===== src/rtl/glitch_seq_wb_pkg.sv =====
// Shared register map, CTRL bit positions, FSM encodings and status layout
// for the Wishbone glitch sequencer.
package glitch_seq_wb_pkg;

    localparam logic [3:0] ADR_CTRL   = 4'h0;
    localparam logic [3:0] ADR_WIDTH  = 4'h1;
    localparam logic [3:0] ADR_DELAY0 = 4'h2;
    localparam logic [3:0] ADR_GAP0   = 4'h6;
    localparam logic [3:0] ADR_COUNT  = 4'hA;

    localparam int CTRL_ARM   = 0;
    localparam int CTRL_ABORT = 1;
    localparam int CTRL_EXT   = 2;

    localparam logic [2:0] ST_IDLE   = 3'd0;
    localparam logic [2:0] ST_ARMED  = 3'd1;
    localparam logic [2:0] ST_DELAY  = 3'd2;
    localparam logic [2:0] ST_GLITCH = 3'd3;
    localparam logic [2:0] ST_GAP    = 3'd4;
    localparam logic [2:0] ST_DONE   = 3'd5;

    // CTRL read layout, LSB last: {ext_trig, done, busy, armed, ready}
    typedef struct packed {
        logic ext_trig;
        logic done;
        logic busy;
        logic armed;
        logic ready;
    } ctrl_status_t;

endpackage


===== src/rtl/glitch_seq.sv =====
// Trigger synchroniser, sequencing FSM and counters; produces glitch_en and
// the glitched target clock.
module glitch_seq
    import glitch_seq_wb_pkg::*;
#(
    parameter int DELAY_W = 16,
    parameter int WIDTH_W = 8,
    parameter int COUNT_W = 4
) (
    input  logic               clk_i,
    input  logic               rst_ni,
    input  logic               arm_i,
    input  logic               abort_i,
    input  logic [DELAY_W-1:0] delay_i,
    input  logic [DELAY_W-1:0] gap_i,
    input  logic [WIDTH_W-1:0] width_i,
    input  logic [COUNT_W-1:0] count_i,
    input  logic               ext_trig_i,
    input  logic               trig_i,
    input  logic               clk_in_i,
    output logic               ready_o,
    output logic               armed_o,
    output logic               delay_en_o,
    output logic               done_o,
    output logic               glitch_en_o,
    output logic               clk_out_o
);

    logic [2:0]         state_q, state_d;
    logic [DELAY_W-1:0] cnt_q, cnt_d, delay_s_q, gap_s_q;
    logic [WIDTH_W-1:0] wcnt_q, wcnt_d, width_s_q;
    logic [COUNT_W-1:0] pcnt_q, pcnt_d;
    logic               ext_s_q, glitch_en_q, glitch_en_d;
    logic               sync1_q, sync2_q, prev_q;
    logic               trig_edge, take_arm;

    assign trig_edge = sync2_q & ~prev_q;
    assign take_arm  = arm_i & ~abort_i & (state_q == ST_IDLE);

    always_comb begin
        // NOTE: every next-state signal gets a default first so no path infers a latch.
        state_d = state_q;
        cnt_d   = cnt_q;
        wcnt_d  = wcnt_q;
        pcnt_d  = pcnt_q;
        case (state_q)
            ST_IDLE: if (take_arm) begin
                state_d = ST_ARMED;
                pcnt_d  = (count_i == '0) ? COUNT_W'(1) : count_i;
            end
            ST_ARMED: if (!ext_s_q || trig_edge) begin
                state_d = ST_DELAY;
                cnt_d   = delay_s_q;
            end
            ST_DELAY, ST_GAP: if (cnt_q == '0) begin
                state_d = ST_GLITCH;
                wcnt_d  = width_s_q;
            end else begin
                cnt_d = cnt_q - DELAY_W'(1);
            end
            ST_GLITCH: if (wcnt_q <= WIDTH_W'(1)) begin
                if (pcnt_q > COUNT_W'(1)) begin
                    state_d = ST_GAP;
                    cnt_d   = gap_s_q;
                    pcnt_d  = pcnt_q - COUNT_W'(1);
                end else begin
                    state_d = ST_DONE;
                end
            end else begin
                wcnt_d = wcnt_q - WIDTH_W'(1);
            end
            default: state_d = ST_IDLE;
        endcase
        if (abort_i) state_d = ST_IDLE;
    end

    // A zero-width pulse still spends one cycle in GLITCH, but with glitch_en low.
    assign glitch_en_d = (state_d == ST_GLITCH) && (width_s_q != '0);

    always_ff @(posedge clk_i) begin
        // NOTE: non-blocking assignments so every flop samples pre-edge values together.
        if (!rst_ni) begin
            state_q     <= ST_IDLE;
            cnt_q       <= '0;
            wcnt_q      <= '0;
            pcnt_q      <= '0;
            delay_s_q   <= '0;
            gap_s_q     <= '0;
            width_s_q   <= '0;
            ext_s_q     <= 1'b0;
            glitch_en_q <= 1'b0;
            sync1_q     <= 1'b0;
            sync2_q     <= 1'b0;
            prev_q      <= 1'b0;
        end else begin
            state_q     <= state_d;
            cnt_q       <= cnt_d;
            wcnt_q      <= wcnt_d;
            pcnt_q      <= pcnt_d;
            glitch_en_q <= glitch_en_d;
            sync1_q     <= trig_i;
            sync2_q     <= sync1_q;
            prev_q      <= sync2_q;
            if (take_arm) begin
                delay_s_q <= delay_i;
                gap_s_q   <= gap_i;
                width_s_q <= width_i;
                ext_s_q   <= ext_trig_i;
            end
        end
    end

    assign ready_o     = (state_q == ST_IDLE);
    assign armed_o     = (state_q == ST_ARMED);
    assign delay_en_o  = (state_q == ST_DELAY) || (state_q == ST_GAP);
    assign done_o      = (state_q == ST_DONE);
    assign glitch_en_o = glitch_en_q;
    assign clk_out_o   = clk_in_i ^ glitch_en_q;

endmodule


===== src/rtl/glitch_seq_wb.sv =====
// Wishbone slave front end for the glitch sequencer: bus decode, config
// registers, sticky done flag and debug channel wiring.
module glitch_seq_wb
    import glitch_seq_wb_pkg::*;
#(
    parameter int DELAY_W = 16,
    parameter int WIDTH_W = 8,
    parameter int COUNT_W = 4
) (
    input  logic       clk_i,
    input  logic       rst_ni,
    input  logic       stb_i,
    input  logic       we_i,
    input  logic [3:0] adr_i,
    input  logic [7:0] dat_i,
    output logic [7:0] dat_o,
    output logic       ack_o,
    input  logic       trig_in,
    input  logic       clk_in,
    output logic [5:0] ch_out
);

    logic               ack_q;
    logic [7:0]         dat_q, rdata;
    logic [WIDTH_W-1:0] width_q, width_d;
    logic [DELAY_W-1:0] delay_q, delay_d, gap_q, gap_d;
    logic [COUNT_W-1:0] count_q, count_d;
    logic               ext_q, ext_d, done_q, done_d;
    logic               access, wr, ctrl_wr, arm, abort;
    logic               ready, armed, delay_en, seq_done, glitch_en, clk_out;
    ctrl_status_t       status;

    assign access  = stb_i & ~ack_q;
    assign wr      = access & we_i;
    assign ctrl_wr = wr & (adr_i == ADR_CTRL);
    assign arm     = ctrl_wr & dat_i[CTRL_ARM];
    assign abort   = ctrl_wr & dat_i[CTRL_ABORT];
    assign status  = '{ext_trig: ext_q, done: done_q, busy: ~ready, armed: armed, ready: ready};

    always_comb begin
        width_d = width_q;
        delay_d = delay_q;
        gap_d   = gap_q;
        count_d = count_q;
        ext_d   = ext_q;
        done_d  = done_q;
        rdata   = '0;
        // Configuration is frozen while a sequence is running
        if (wr && ready) begin
            if (adr_i == ADR_CTRL)  ext_d   = dat_i[CTRL_EXT];
            if (adr_i == ADR_WIDTH) width_d = WIDTH_W'(dat_i);
            if (adr_i == ADR_COUNT) count_d = dat_i[COUNT_W-1:0];
            for (int b = 0; b < DELAY_W / 8; b++) begin
                if (adr_i == 4'(ADR_DELAY0 + b)) delay_d[8*b +: 8] = dat_i;
                if (adr_i == 4'(ADR_GAP0 + b))   gap_d[8*b +: 8]   = dat_i;
            end
        end
        case (adr_i)
            ADR_CTRL:  rdata = 8'(status);
            ADR_WIDTH: rdata = 8'(width_q);
            ADR_COUNT: rdata = 8'(count_q);
            default: begin
                for (int b = 0; b < DELAY_W / 8; b++) begin
                    if (adr_i == 4'(ADR_DELAY0 + b)) rdata = delay_q[8*b +: 8];
                    if (adr_i == 4'(ADR_GAP0 + b))   rdata = gap_q[8*b +: 8];
                end
            end
        endcase
        if (seq_done)                     done_d = 1'b1;
        else if (arm && ready && !abort)  done_d = 1'b0;
    end

    always_ff @(posedge clk_i) begin
        if (!rst_ni) begin
            ack_q   <= 1'b0;
            dat_q   <= '0;
            width_q <= '0;
            delay_q <= '0;
            gap_q   <= '0;
            count_q <= '0;
            ext_q   <= 1'b0;
            done_q  <= 1'b0;
        end else begin
            ack_q <= access;
            if (access && !we_i) dat_q <= rdata;
            width_q <= width_d;
            delay_q <= delay_d;
            gap_q   <= gap_d;
            count_q <= count_d;
            ext_q   <= ext_d;
            done_q  <= done_d;
        end
    end

    // ext_d lets an arm write that also sets ext_trig take effect in one access
    glitch_seq #(
        .DELAY_W (DELAY_W),
        .WIDTH_W (WIDTH_W),
        .COUNT_W (COUNT_W)
    ) u_seq (
        .clk_i       (clk_i),
        .rst_ni      (rst_ni),
        .arm_i       (arm),
        .abort_i     (abort),
        .delay_i     (delay_q),
        .gap_i       (gap_q),
        .width_i     (width_q),
        .count_i     (count_q),
        .ext_trig_i  (ext_d),
        .trig_i      (trig_in),
        .clk_in_i    (clk_in),
        .ready_o     (ready),
        .armed_o     (armed),
        .delay_en_o  (delay_en),
        .done_o      (seq_done),
        .glitch_en_o (glitch_en),
        .clk_out_o   (clk_out)
    );

    assign ack_o  = ack_q;
    assign dat_o  = dat_q;
    assign ch_out = {delay_en, glitch_en, ready, armed, clk_in, clk_out};

endmodule


===== config.mk =====
export PLATFORM = sky130hd
export DESIGN_NAME = glitch_seq_wb
export DESIGN_NICKNAME = d
export VERILOG_FILES = /design/src/rtl/glitch_seq_wb_pkg.sv /design/src/rtl/glitch_seq.sv /design/src/rtl/glitch_seq_wb.sv
export SDC_FILE = /design/constraint.sdc
export NUM_CORES = 1
export LEC_CHECK = 0
export ABC_AREA = 1
export BUFFER_PORTS_ARGS = -buffer_cell sky130_fd_sc_hd__buf_2
export CAP_MARGIN = 10
export CORE_MARGIN = 5
export CORE_UTILIZATION = 32
export CTS_CLUSTER_DIAMETER = 30
export CTS_CLUSTER_SIZE = 20
export DETAILED_ROUTE_END_ITERATION = 10
export GPL_ROUTABILITY_DRIVEN = 0
export PLACE_DENSITY = 0.44
export SYNTH_ARGS = -nofsm -noshare
export SYNTH_HDL_FRONTEND = slang
export SYNTH_SLANG_ARGS = --single-unit

===== constraint.sdc =====
create_clock -name clk_i -period 5 [get_ports clk_i]
set_clock_uncertainty 0.05 [all_clocks]
set_input_delay 0.25 -clock clk_i [delete_from_list [all_inputs] [get_ports clk_i]]
set_output_delay 0.25 -clock clk_i [all_outputs]
set_load 0.01 [all_outputs]

After elaboration in Yosys (flattened, before gate mapping)
Index checks and enable logic that the tools add are counted.
{"block": "totals", "ff_bits": 131, "word_cells": 117}
{"block": "classes", "addsub": 3, "n_lt_le_gt_ge": 2, "n_eq_ne": 19, "n_mux": 29, "bitwise": 13, "n_reduce_logical": 29}
{"op": "$mux W16", "n": 4}
{"op": "$mux W8", "n": 6}
{"op": "$pmux W16 S3", "n": 1}
{"op": "$pmux W8 S3", "n": 1}
{"op": "$logic_not A16 Y1", "n": 1}
{"op": "$mux W4", "n": 4}
{"op": "$pmux W8 S2", "n": 1}
{"op": "$sub A16 B1 Y16 const B", "n": 1}
{"op": "$mux W3", "n": 5}
{"op": "$pmux W3 S4", "n": 1}
{"op": "$reduce_and A2 Y1", "n": 6}
{"op": "$ne A2 B1 Y1 const B", "n": 5}
{"op": "$eq A3 B2 Y1 const B", "n": 3}
{"op": "$and A1 B1 Y1", "n": 8}
{"op": "$eq A4 B2 Y1 const B", "n": 2}
{"op": "$eq A4 B3 Y1 const B", "n": 2}
{"op": "$le A8 B1 Y1 const B", "n": 1}
{"op": "$logic_not A4 Y1", "n": 2}
{"op": "$pmux W4 S2", "n": 1}
{"op": "$reduce_bool A8 Y1", "n": 1}
{"op": "$sub A8 B1 Y8 const B", "n": 1}
{"op": "$eq A3 B3 Y1 const B", "n": 2}
{"op": "$reduce_bool A2 Y1", "n": 3}
{"op": "$logic_and A1 B1 Y1", "n": 5}
{"op": "other kinds (17)", "n": 28}

Depth between registers and ports, before layout
Gate-level depths: netlist (run 1).
{"block": "depth", "word_depth": 13, "ltp_mapped": 13, "depth_no_buf": 13}

By module
Synthesis (run 1) repeated with hierarchy kept, for this count alone.
{"block": "unflattened", "hier_cells": 1018, "area_unflattened_um2": 6678.9}
{"mod": "glitch_seq", "n_inst": 1, "cells_each": 657, "area_each_um2": 4083.9, "seq_area_each_um2": 1521.5}
{"mod": "glitch_seq_wb", "n_inst": 1, "cells_each": 361, "area_each_um2": 2595.0, "seq_area_each_um2": 1101.1}

Least setup slack after synthesis (run 1)
OpenSTA, ideal clock, no wires.
{"block": "synth_path", "path_kind": "reg-to-reg", "from": "register u_seq.wcnt_q[0]", "to": "register u_seq.cnt_q[2]", "t_arrival_ps": 1499, "required_time_ps": 4837, "path_slack_ps": 3338, "stages_incl_launch_ff": 13, "path_buffers": 1, "period_less_slack_ps": 1662, "path_cell_list": "dfxtp_1 -> inv_1 -> ha_1 -> inv_1 -> nand2_1 -> nand2_1 -> nor2_1 -> nand2_1 -> nand2_2 -> nand3_4 -> buf_6 -> nor2_1 -> nor2_1"}
{"block": "synth_between", "elab_chain_len": 3}
{"item": "start: declaration", "line": "glitch_seq.sv:31", "text": "logic [WIDTH_W-1:0] wcnt_q, wcnt_d, width_s_q;"}
{"item": "start signal: assignment", "line": "glitch_seq.sv:98", "text": "wcnt_q <= wcnt_d;"}
{"item": "$le A8 B1 Y1", "line": "glitch_seq.sv:61", "text": "ST_GLITCH: if (wcnt_q <= WIDTH_W'(1)) begin"}
{"item": "$ne A2 B1 Y1 (no line)"}
{"item": "$reduce_and A5 Y1 (no line)"}
{"item": "end signal: assignment", "line": "glitch_seq.sv:97", "text": "cnt_q <= cnt_d;"}
{"item": "end: declaration", "line": "glitch_seq.sv:30", "text": "logic [DELAY_W-1:0] cnt_q, cnt_d, delay_s_q, gap_s_q;"}
No other way between the ends.
A chain may end at the register's enable or synchronous reset.

Worst setup path in the final report (run 1)
{"block": "layout_path", "from": "register u_seq.state_q[2]", "to": "register u_seq.cnt_q[12]"}
{"block": "layout_between", "elab_chain_len": 4, "elab_cells_between_ends": 12}
{"item": "start: declaration", "line": "glitch_seq.sv:29", "text": "logic [2:0] state_q, state_d;"}
{"item": "start signal: assignment", "line": "glitch_seq.sv:96", "text": "state_q <= state_d;"}
{"item": "$eq A3 B3 Y1 / $eq A3 B2 Y1 (equally long branches)", "line": "glitch_seq.sv:46", "text": "case (state_q)"}
{"item": "$reduce_or A2 Y1", "line": "glitch_seq.sv:46"}
{"item": "$ne A2 B2 Y1 (no line) / $reduce_bool A3 Y1 (equally long branches)"}
{"item": "$reduce_and A5 Y1 (no line)"}
Several ways; a longest one is shown, not always the timed one.

==> metrics.md, run 1 <==
| Metric | Value |
|---|---|
| Pleak | `3.37 nW` |
| Mapped Avg Cell Area | `around 6.6 µm²` |
| # Max-Cap Violations | `0` |
| Share of cells above drive strength 1 | `8.71%` |
| Buf/Inv on CP | `2` |
| CTS Buf Count | `17` |
| Crit start category | `flop` |
| Clock share of power | `39.6%` |
| Period Utilization, post-route | `47.6%` |
| Synth cell types | `36` |
| GRT overflow | `0` |
| FP Rows | `52` |
| Rel. slew slack | `47.9%` |
| Nets@finish | `1034` |
| CTS root buf | `clkbuf_16` |
| Vias per cell | `4.53` |
| Layout area overhead | `14.7%` |
| WL/cell | `between 10 and 15 µm` |
| DR vias | `about 6000` |
| Fill cell count | `between 2000 and 2500` |
| First-pass DRT Iterations | `4` |
| Hold Worst Slack | `between 30 and 40 ps` |
| Initial DRC Count | `262` |
| Detail Placement HPWL | `roughly 14000 µm` |
| Clock-pin transition on the worst setup and hold timing paths | `60 ps` |
| CTS tree | `built` |
| Synth Warn # | `0` |
| Register area share after synthesis | `40.2%` |
| Die H | `153 µm` |
| Initial antenna violation count | `0` |
| Pint | `~0.0022 W` |
| Post-route ant nets | `0` |
| Switching Fraction | `34.0%` |
| Combinational share of power | `25.6%` |
| RSZ-0062 raised after global routing | `no` |
| Slowest Stage Delay on Critical Path | `510 ps` |
| Crit-path leading delay family | `simple AND/OR/NAND/NOR gates` |
| Worst Path Required | `5250 ps` |
| Worst-path cell chain | `inv_2 -> nand3_2 -> inv_2 -> nand2_2 -> nand3_4 -> nand2_1 -> nand2_1 -> nor2_1` |
| Starting density of the core | `between 30% and 40%` |
| Max Clock Freq | `between 400 and 500 MHz` |
| Core area | `20200 µm²` |
| Mapped Area | `6520 µm²` |
| FF+latch count, synth | `roughly 130` |
| CTS Buffer Depth | `2` |
| Final setup vio count | `0` |
| IO Port Bufs | `32` |
| Sequential share of power | `34.9%` |
| Htree depth | `4` |
| Outcome | `completed` |
| Commonest non-fill, non-tap cell in the layout | `nand2_1` |
| TNS Setup | `0 ps` |
| Overall power | `0.00330 W` |
| CP max-delay cell | `inv_2` |
| Worst Path Arrival | `2640 ps` |
| Post-Syn Nets | `1015` |
| Postcts setup bufs | `0` |
| DRC viols | `0` |
| Final wirelength | `18800 µm` |
| Post-Syn Instances | `just under 1000` |
| Worst Hold Class | `input port to flop` |
| I/O pins | `33` |
| Commonest cells after routing, fill and taps aside | `nand2_1 (209), nor2_1 (208), inv_1 (131), dfxtp_1 (131), o21ai_0 (77)` |
| Peak supply drop | `0.240 mV` |
| Critical Path End Type | `flop` |
| Worst-skew pair later-pin latency | `approximately 420 ps` |
| PwrDens | `441 nW/µm²` |
| Chip width | `approximately 150 µm` |
| Critical path class | `flop to flop` |
| Antenna cells | `0` |
| Post-route minimum period | `2380 ps` |
| Max Slew Vio Count | `0` |
| Worst-path fanout max | `27` |
| Die area | `about 23000 µm²` |
| Final hold viol count | `0` |
| Slew @ Worst Pin | `781 ps` |
| P_sw | `0.00112 W` |
| Tot GR Track Use | `between 10% and 20%` |
| Vias in the first global route | `5660` |
| First-pass GRT wire length | `~31000 µm` |
| CTS sink cnt | `between 100 and 150` |
| Largest net degree at the start of global routing | `between 70 and 80` |
==> registers in the layout, summed over array words and instances (netlist names), 3 cells and up <==
name / cells
dat_o: 8
u_seq.delay_s_q: 16
gap_q: 16
u_seq.wcnt_q: 8
u_seq.width_s_q: 8
delay_q: 16
u_seq.gap_s_q: 16
u_seq.state_q: 3
u_seq.pcnt_q: 4
count_q: 4
u_seq.cnt_q: 16
width_q: 8
==> per-stage QoR <==
stage	std cells	util [%]	setup WS (ps)	cell area [µm²]
floorplan	991	-	3340	6520
global placement	1260	34.0	2590	6860
detailed placement	1260	34.0	2600	6860
CTS	1292	37.1	2590	7480
global route	1292	37.1	2350	7480
finish	1292	37.1	2620	7480
==> layer usage <==
layer	GRT usage, %	wire length, µm	vias up	share of wire [%]
met5	0	0	-	0
met4	4.96	235	0	1.3
met3	3.44	633	16	3.4
met2	24.4	7950	93	42
met1	23.9	9960	2566	53
li1	-	-	3176	-
==> worst reg2reg max path, stage by stage (launching register included) <==
cell     delay, ps
dfxtp_1        360
inv_2          130
nand3_2        440
inv_2          510
nand2_2        250
nand3_4        300
nand2_1         90
nand2_1         70
nor2_1          50
==> Yosys cell counts (all sizes together) <==
| master | instances | area (µm²) |
|---|---|---|
| nand2 | 214 | 821 |
| o211ai | 3 | 22.5 |
| o21bai | 2 | 15.0 |
| nor3 | 6 | 30.0 |
| a41oi | 1 | 8.76 |
| o21a | 4 | 30.0 |
| o22ai | 3 | 18.8 |
| a211oi | 29 | 243 |
| nand3 | 58 | 325 |
| nor3b | 2 | 15.0 |
| nand4 | 8 | 50.1 |
| o21ai | 78 | 390 |
| clkinv | 2 | 7.51 |
| o221ai | 2 | 17.5 |
| xnor2 | 1 | 8.76 |
| ha | 6 | 75.1 |
| xor2 | 2 | 17.5 |
| a21oi | 53 | 265 |
| inv | 133 | 499 |
| and3 | 2 | 12.5 |
| buf | 16 | 114 |
| nor2 | 214 | 833 |
| dfxtp | 131 | 2620 |
| clkbuf | 21 | 78.8 |
==> area by class of cell <==
| class | count | area (µm²) | share of cell area, % |
|---|---|---|---|
| Sequential cell | 131 | 2620 | 35.1 |
| Inverter | 135 | 507 | 6.77 |
| Multi-Input combinational cell | 688 | 3200 | 42.8 |
| Clock buffer | 18 | 439 | 5.87 |
| Timing Repair Buffer | 37 | 200 | 2.68 |
| Clock inverter | 13 | 175 | 2.34 |
| Tap cell | 270 | 338 | 4.52 |
==> what timing repair did <==
item | in CTS | in global routing
gates resized for setup | 0 | 0
hold buffers | 1 | 0
hold endpoints to repair | 1 | 0
==> power groups by stage <==
stage	clock, W	combinational, W	sequential, W
2_1_floorplan	0	0.000670	0.00116
4_1_cts	0.00134	0.000855	0.00115
6_report	0.00130	0.000843	0.00115
5_1_grt	0.00139	0.000996	0.00116
3_5_place_dp	0	0.000850	0.00117
3_3_place_gp	0	0.000848	0.00117
==> cells by family after synthesis <==
family / count (synthesis) / synth area share, %
AO/OA/AOI/OAI: 175 / 15.5
flip-flops: 131 / 40.2
XOR/XNOR: 3 / 0.403
adder cells (fa/ha/maj): 6 / 1.15
AND/OR/NAND/NOR: 504 / 32.0
buffers and inverters: 172 / 10.7
==> worst paths after layout <==
path | cells after the start | to | slack [ps] | startpoint
hold reg to reg | 2 | u_seq.sync2_q | 360 | u_seq.sync1_q
setup / recovery | 8 | u_seq.cnt_q[12] | 2620 | u_seq.state_q[2]
setup reg to reg | 8 | u_seq.cnt_q[12] | 2620 | u_seq.state_q[2]
hold / removal | 3 | ack_o | 40 | stb_i
Power figures use the tool's default switching activity.
==> run 2: changes to the inputs <==
- clock period: 5 -> 2.4 ns (I/O delays scaled with it)
==> metrics.md, run 2 (synthesis gave the netlist of run 1 again) <==
| Metric | Value |
|---|---|
| Outcome | `completed` |
| Post-route minimum period | `1990 ps (-387 ps)` |
| Largest net degree at the start of global routing | `55 (-29%)` |
| Die area | `23300 µm² (unchanged)` |
| Overall power | `0.00678 W (+110%)` |
| Post-route ant nets | `0 (unchanged)` |
| Final wirelength | `18900 µm (+0.87%)` |
| Fin cells | `1305 (+1.0%)` |
| Vias per cell | `4.52 (-0.23%)` |
| Commonest cells after routing, fill and taps aside | `nand2_1 (209), nor2_1 (208), inv_1 (131), dfxtp_1 (131), o21ai_0 (77)` |
| R2R setup slack | `410 ps (-2210 ps)` |
| Worst-skew pair later-pin latency | `420 ps (about the same)` |
| Tot GR Track Use | `16.5% (+0.15 points)` |
| Core area | `20200 µm² (unchanged)` |
| Worst Path Required | `2660 ps (-2590 ps)` |
| WL/cell | `14.5 µm (-0.14%)` |
| Detail Placement HPWL | `14100 µm (+2.6%)` |
| Met1 wire length | `10300 µm (+3.6%)` |
| Slew @ Worst Pin | `534 ps (-247 ps)` |
| IO Port Bufs | `32 (unchanged)` |
| Starting density of the core | `32.3% (unchanged)` |
| Worst Path Arrival | `2260 ps (-380 ps)` |
| Top Metal Used | `met4` |
| GRT overflow | `0 (unchanged)` |
| Commonest non-fill, non-tap cell in the layout | `nand2_1` |
| Final setup vio count | `0 (unchanged)` |
| FP Rows | `52 (unchanged)` |
| DRC viols | `0 (unchanged)` |
| Worst-path fanout max | `27 (unchanged)` |
| First-pass DRT Iterations | `5 (+1)` |
| Critical path class | `flop to flop` |
| Pleak | `3.41 nW (+1.2%)` |
| Period Utilization, post-route | `83.1% (+35 points)` |
| Initial antenna violation count | `0 (unchanged)` |
| Chip width | `153 µm (unchanged)` |
| Nets@finish | `1047 (+1.3%)` |
| Worst Hold Class | `input port to flop` |
| # Max-Cap Violations | `0 (unchanged)` |
| First-pass GRT wire length | `30900 µm (+0.74%)` |
| Antenna cells | `0 (unchanged)` |
| Wire length on met3 | `452 µm (-29%)` |
| CTS root buf | `clkbuf_16` |
| CTS sink cnt | `131 (unchanged)` |
| Rel. slew slack | `64.4% (+16 points)` |
| PwrDens | `897 nW/µm² (+100%)` |
| Initial DRC Count | `363 (+39%)` |
| Htree depth | `4 (unchanged)` |
| Die H | `153 µm (unchanged)` |
| Layout area overhead | `15.9%` |
| Critical Path End Type | `flop` |
| DR WL met2 | `8030 µm (+1.0%)` |
| DR vias | `5896 (+0.77%)` |
| TNS Setup | `0 ps (unchanged)` |
| Fill cell count | `2234 (-1.7%)` |
| CTS tree | `built` |
| Postcts setup bufs | `0 (unchanged)` |
| Max Slew Vio Count | `0 (unchanged)` |
| Max Clock Freq | `502 MHz (+19%)` |
| I/O pins | `33 (unchanged)` |
| Vias in the first global route | `5594 (-1.2%)` |
| Clock-pin transition on the worst setup and hold timing paths | `70 ps (about the same)` |
| CTS Buffer Depth | `2 (unchanged)` |
| Final hold viol count | `0 (unchanged)` |
| Crit start category | `flop` |
| CTS resizes | `0 (unchanged)` |
| RSZ-0062 raised after global routing | `no` |
| CTS Buf Count | `17 (unchanged)` |
| CTS Hold Bufs | `6 (+5)` |
| Placed cell count | `1268 (+0.63%)` |
| Share of cells above drive strength 1 | `9.28% (+0.57 points)` |
| Peak supply drop | `0.434 mV (+81%)` |
## run 2: changes by cell type in the layout (fill, tap and decap cells not counted), sizes merged
cell,previous run,this run
clkinv,7,5
clkinvlp,2,3
bufinv,3,2
dlygate4sd3,1,6
inv,136,138
buf,36,44
## run 2: where the power goes
| part | switching (W) | internal [W] |
|---|---|---|
| Combinational | 0.00119 | 0.000581 |
| Clock | 0.00107 | 0.00154 |
| Sequential | 0.000107 | 0.00229 |
## run 2: metrics by stage
step	hold WS, ps	setup slack [ps]	utilization [%]	area [µm²]
final	5.46	406	37.5	7560
after global routing	8.20	146	37.5	7560
after CTS	0.862	397	37.5	7560
after detailed placement	266	413	34.3	6920
after global placement	262	503	34.3	6920
after floorplan	168	738	-	6520
## run 2: layout make-up
cell class | count | area (µm²) | share of cell area [%]
Multi-Input combinational cell | 688 | 3200 | 42.3
Sequential cell | 131 | 2620 | 34.7
Inverter | 135 | 507 | 6.71
Clock buffer | 18 | 429 | 5.68
Tap cell | 270 | 338 | 4.47
Timing Repair Buffer | 50 | 310 | 4.11
Clock inverter | 13 | 151 | 2.00
## run 2: final timing paths
path,startpoint,to,cells past startpoint
setup / recovery,u_seq.wcnt_q[0],u_seq.cnt_q[0],11
setup reg to reg,u_seq.wcnt_q[0],u_seq.cnt_q[0],11
hold / removal,dat_i[5],width_q[5],3
hold reg to reg,u_seq.sync1_q,u_seq.sync2_q,2
## run 2: worst max-delay path, stage by stage, from the launching register on
cell and delay, ps:
dfxtp_1 340, inv_1 120, ha_1 210, inv_1 60
nand2_1 60, nand2_1 40, nor2_1 170, nand2_1 90
nand2_2 170, nand3_4 290, nor2_1 210, nor2_1 70
## run 2: per-layer routing
metal / vias up / track usage [%]
met2: 70 / 24.7
met1: 2593 / 24.5
met3: 13 / 3.12
met4: 0 / 4.20
met5: - / 0
li1: 3220 / -
